<file path="config.mk">
export PLATFORM = sky130hd
export DESIGN_NAME = serial_byte_receiver
export DESIGN_NICKNAME = d
export VERILOG_FILES = /design/src/rtl/serial_byte_receiver.sv
export SDC_FILE = /design/constraint.sdc
export NUM_CORES = 1
export LEC_CHECK = 0
export CAP_MARGIN = 20
export CORE_MARGIN = 8
export CORE_UTILIZATION = 50
export CTS_CLUSTER_DIAMETER = 120
export DETAILED_ROUTE_END_ITERATION = 10
export PLACE_DENSITY = 0.75
export REMOVE_ABC_BUFFERS = 1
export SYNTH_ARGS = -nofsm -noshare
export SYNTH_HDL_FRONTEND = slang
export SYNTH_SLANG_ARGS = --single-unit
</file>
<file path="constraint.sdc">
create_clock -name clk -period 2.52 [get_ports clk]
set_clock_uncertainty 0.2 [all_clocks]
set_input_delay 0.504 -clock clk [delete_from_list [all_inputs] [get_ports clk]]
set_output_delay 0.504 -clock clk [all_outputs]
set_load 0.05 [all_outputs]
</file>
<file path="src/rtl/serial_byte_receiver.sv">
// Framed serial-to-parallel receiver: start bit, WIDTH data bits LSB-first, stop bit,
// presented on a valid/ready port with registered frame-error and overrun pulses.
module serial_byte_receiver #(
    parameter int WIDTH = 8
) (
    input  logic             clk,
    input  logic             rst,
    input  logic             sIn,
    input  logic             bitEn,
    output logic [WIDTH-1:0] pOut,
    output logic             pValid,
    input  logic             pReady,
    output logic             frameErr,
    output logic             overrun
);

    localparam int CW = $clog2(WIDTH);

    typedef enum logic [1:0] {
        IDLE,
        DATA,
        STOP
    } state_t;

    state_t state;
    state_t nextState;

    logic [CW-1:0]    cnt;
    logic [WIDTH-1:0] sh;

    logic startDet;
    logic shiftEn;
    logic lastBit;
    logic stopSample;
    logic slotFree;
    logic loadWord;
    logic dropOverrun;
    logic badStop;

    always_ff @(posedge clk) begin
        if (rst) begin
            state <= IDLE;
        end else begin
            state <= nextState;
        end
    end

    always_comb begin
        nextState = state;
        unique case (state)
            IDLE: if (bitEn && !sIn) nextState = DATA;
            DATA: if (bitEn && lastBit) nextState = STOP;
            STOP: if (bitEn) nextState = IDLE;
            default: nextState = IDLE;
        endcase
    end

    always_comb begin
        startDet    = (state == IDLE) && bitEn && !sIn;
        shiftEn     = (state == DATA) && bitEn;
        lastBit     = (cnt == CW'(WIDTH - 1));
        stopSample  = (state == STOP) && bitEn;
        // A word accepted this cycle frees the slot for a word landing on the same edge.
        slotFree    = !pValid || pReady;
        loadWord    = stopSample && sIn && slotFree;
        dropOverrun = stopSample && sIn && !slotFree;
        badStop     = stopSample && !sIn;
    end

    always_ff @(posedge clk) begin
        if (rst) begin
            cnt      <= '0;
            sh       <= '0;
            pOut     <= '0;
            pValid   <= 1'b0;
            frameErr <= 1'b0;
            overrun  <= 1'b0;
        end else begin
            frameErr <= badStop;
            overrun  <= dropOverrun;

            if (startDet) begin
                cnt <= '0;
            end else if (shiftEn) begin
                sh  <= {sIn, sh[WIDTH-1:1]};
                cnt <= cnt + CW'(1);
            end

            if (loadWord) begin
                pOut   <= sh;
                pValid <= 1'b1;
            end else if (pValid && pReady) begin
                pValid <= 1'b0;
            end
        end
    end

endmodule

</file>
==> key figures, run 1 <==
Worst setup path
  – Buffers and inverters on the worst path: 1
  – Worst r2r src: state[0]$_SDFFE_PP0P_
  – Critical path startpoint category: register
  – WP data arrival: 1500 ps
  – Critical path startpoint: pOut[7]$_SDFFE_PP0P_
  – CP top delay family: buffers and inverters
  – Critical Path, Cell by Cell: clkdlybuf4s50_1
  – WP data required: 1820 ps
  – Max FO, Critical Path: 2
  – Setup CP Type: reg -> out
  – CP peak stage delay: 810 ps
  – Worst path slowest cell: clkdlybuf4s50_1
  – CP Capture Type: output port

Yosys
  – Mapped Cells: 94
  – Syn Std Cell Area: 992 µm²
  – Yosys warns: 0
  – Area share of the largest cell type after synthesis: 48.4%
  – Area contributors post-synth: dfxtp_1 48%, mux2i_1 18%, nand2b_1 11%
  – Netlist cell types: 21
  – Avg Inst Size Synth: 10.6 µm²
  – Leading area contributor after synthesis: dfxtp_1
  – Sequential-to-total area share from yosys stat: 48.4%
  – Seq cells post-synth: 24

Min path
  – Min-delay src: pOut[3]$_SDFFE_PP0P_
  – Worst min-delay path class: reg -> reg

STA
  – RSZ-0062 raised after global routing: false
  – Setup_tns: 0 ps
  – Slew @ Worst Pin: 504 ps
  – Max transition margin: 66.3%
  – Setup Viol. Count Final: 0
  – Period minus WS final: 2210 ps
  – Final hold violations: 0
  – Fin. max-slew vios: 0
  – Final worst-path cycle share: 87.6%
  – Fmax: 453 MHz

CTS
  – Worst skew pair latency: 310 ps
  – Cts bufs inserted: 3
  – Postcts setup bufs: 0
  – Clock root buffer: clkbuf_4
  – CTS tree: built
  – Max clock buf depth: 2
  – PostCTS Resize Cnt: 0
  – Clock tree sinks: 24
  – Worst-path clk slew: 130 ps
  – Cts-stage hold buffer count: 0
  – H-tree levels: 1

Global routing
  – Initial antenna violation count: 0
  – Vias in the first global route: 677
  – First-pass GRT wire length: 2880 µm
  – Total grt overflow: 0
  – Largest net degree at the start of global routing: 30
  – GRT Util Overall: 10.8%

Drt
  – Routed wire length: 1760 µm
  – Iter 0 DRT Violations: 5
  – Avg Vias per Cell: 4.93
  – Final ANT Viol Nets: 0
  – 1st-pass router iterations: 3
  – Vias: 681
  – Wirelength per Cell: 12.8 µm
  – DRC Markers: 0

Floorplanning
  – Initial Utilization: 51.6%
  – Die area: 3670 µm²
  – Die extent in y: 60.5 µm
  – IO Count: 16
  – Die W: 60.5 µm
  – Area of the core: 1920 µm²
  – Cell Rows: 16

Place
  – Final HPWL DP: 1300 µm
  – Final Wtd Congestion: 0.707
  – I/O Buffers: 15

Power and ir drop
  – Worst VDD drop: 374 µV
  – Total Power: 0.696 mW
  – Pwr/cell area: 572 nW/µm²
  – P_leak: 0.495 nW

Cells and area
  – Layout cells sized above 1: 9.01%
  – Syn-to-layout area delta: 22.6%
  – Nets: 119
  – Post-layout util: 63.3%
  – Fill cells: 184
  – Diode count: 0

Outcome
  – Status: finished, final reports clean

Job
  – Max Cap Viol: 0
per-stage QoR:
step           hold WS, ps  instances  area, µm²  setup slack (ps)
3_5_place_dp           273        134       1160               263
4_1_cts                294        138       1220               284
2_1_floorplan          251         89        957               999
3_3_place_gp           266        134       1160               360
5_1_grt                311        138       1220               251
6_report               289        138       1220               312
area by class of cell:
type / instances / area (µm²) / area share [%]
clock inverter: 1 / 30.0 / 2.47
tap: 27 / 33.8 / 2.78
timing repair buffer: 18 / 173 / 14.2
sequential: 24 / 480 / 39.5
clock buffer: 3 / 22.5 / 1.85
multi-input combinational: 65 / 477 / 39.2
layer usage:
metal / wire (µm) / track usage [%] / vias to the layer above
met3: 79 / 3.39 / 4
met1: 799 / 10.9 / 317
met2: 846 / 18.8 / 11
met4: 35 / 6.98 / 0
li1: - / - / 349
met5: 0 / 0 / -
path summary, 6_finish.rpt:
kind | cells past startpoint | slack, ps | to
setup / recovery | 1 | 310 | pOut[7]
setup reg to reg | 4 | 930 | pOut[5]$_SDFFE_PP0P_
hold / removal | 2 | 290 | pOut[3]$_SDFFE_PP0P_
hold reg to reg | 2 | 290 | pOut[3]$_SDFFE_PP0P_
worst reg2reg max path: cells and delay by family (launching register included):
| kind | cells | cell delay (ps) |
|---|---|---|
| multiplexers | 1 | 200 |
| AND/OR/NAND/NOR | 2 | 530 |
| buffers and inverters | 1 | 210 |
| flip-flops | 1 | 390 |
cells by family (layout without fill, tap and decap cells):
kind of cell    count (synthesis)  after routing  synth area share (%)
simple gates                   41             41                  25.0
xor+xnor                        1              1                 0.883
mux                            18             18                  18.2
buf+inv                         5             22                  3.53
compound gates                  3              3                  1.51
fa+ha+maj                       2              2                  2.52
flops                          24             24                  48.4
state kept, by name, summed over array words and instances, names as in the netlist:
signal	count
state	2
frameErr	1
overrun	1
cnt	3
pValid	1
sh	8
pOut	8
cell usage in the layout, fill, tap and decap left out:
master	count
a21oi_1	3
nor3b_1	1
clkdlybuf4s50_1	15
nand3b_1	1
clkbuf_4	3
nand4b_1	1
ha_1	2
xor2_1	1
nor3_1	2
nor4b_1	1
or3b_1	1
dfxtp_1	24
bufinv_16	1
mux2i_1	18
nand2b_1	17
nor2_1	12
nor2b_2	1
nand2_1	1
or2_2	1
nand4b_2	1
buf_4	3
nand4bb_1	1
Yosys cell counts, drive strengths merged:
master and count:
ha 2, nand2 1, xor2 1, clkbuf 2, nand2b 17, or2 1, nor2b 1, buf 3
nand4bb 1, nor2 12, nor4b 1, dfxtp 24, mux2i 18, nor3b 1, or3b 1, nand3b 1
a21oi 3, nor3 2, nand4b 2
power by group:
part	switching (mW)	internal, mW
Clock	0.115	0.161
Sequential	0.00302	0.382
Combinational	0.0158	0.0190
Total	0.134	0.562
No activity file was read; power rests on OpenSTA's default activity.
==> run 2: changes to the inputs <==
--- a/config.mk
+++ b/config.mk
@@ -12,6 +12,7 @@
 export DETAILED_ROUTE_END_ITERATION = 10
 export PLACE_DENSITY = 0.75
 export REMOVE_ABC_BUFFERS = 1
+export SKIP_LAST_GASP = 1
 export SYNTH_ARGS = -nofsm -noshare
 export SYNTH_HDL_FRONTEND = slang
 export SYNTH_SLANG_ARGS = --single-unit
==> results of run 2 <==
Same layout as run 1: the final DEF is identical, and so are final timing and power.
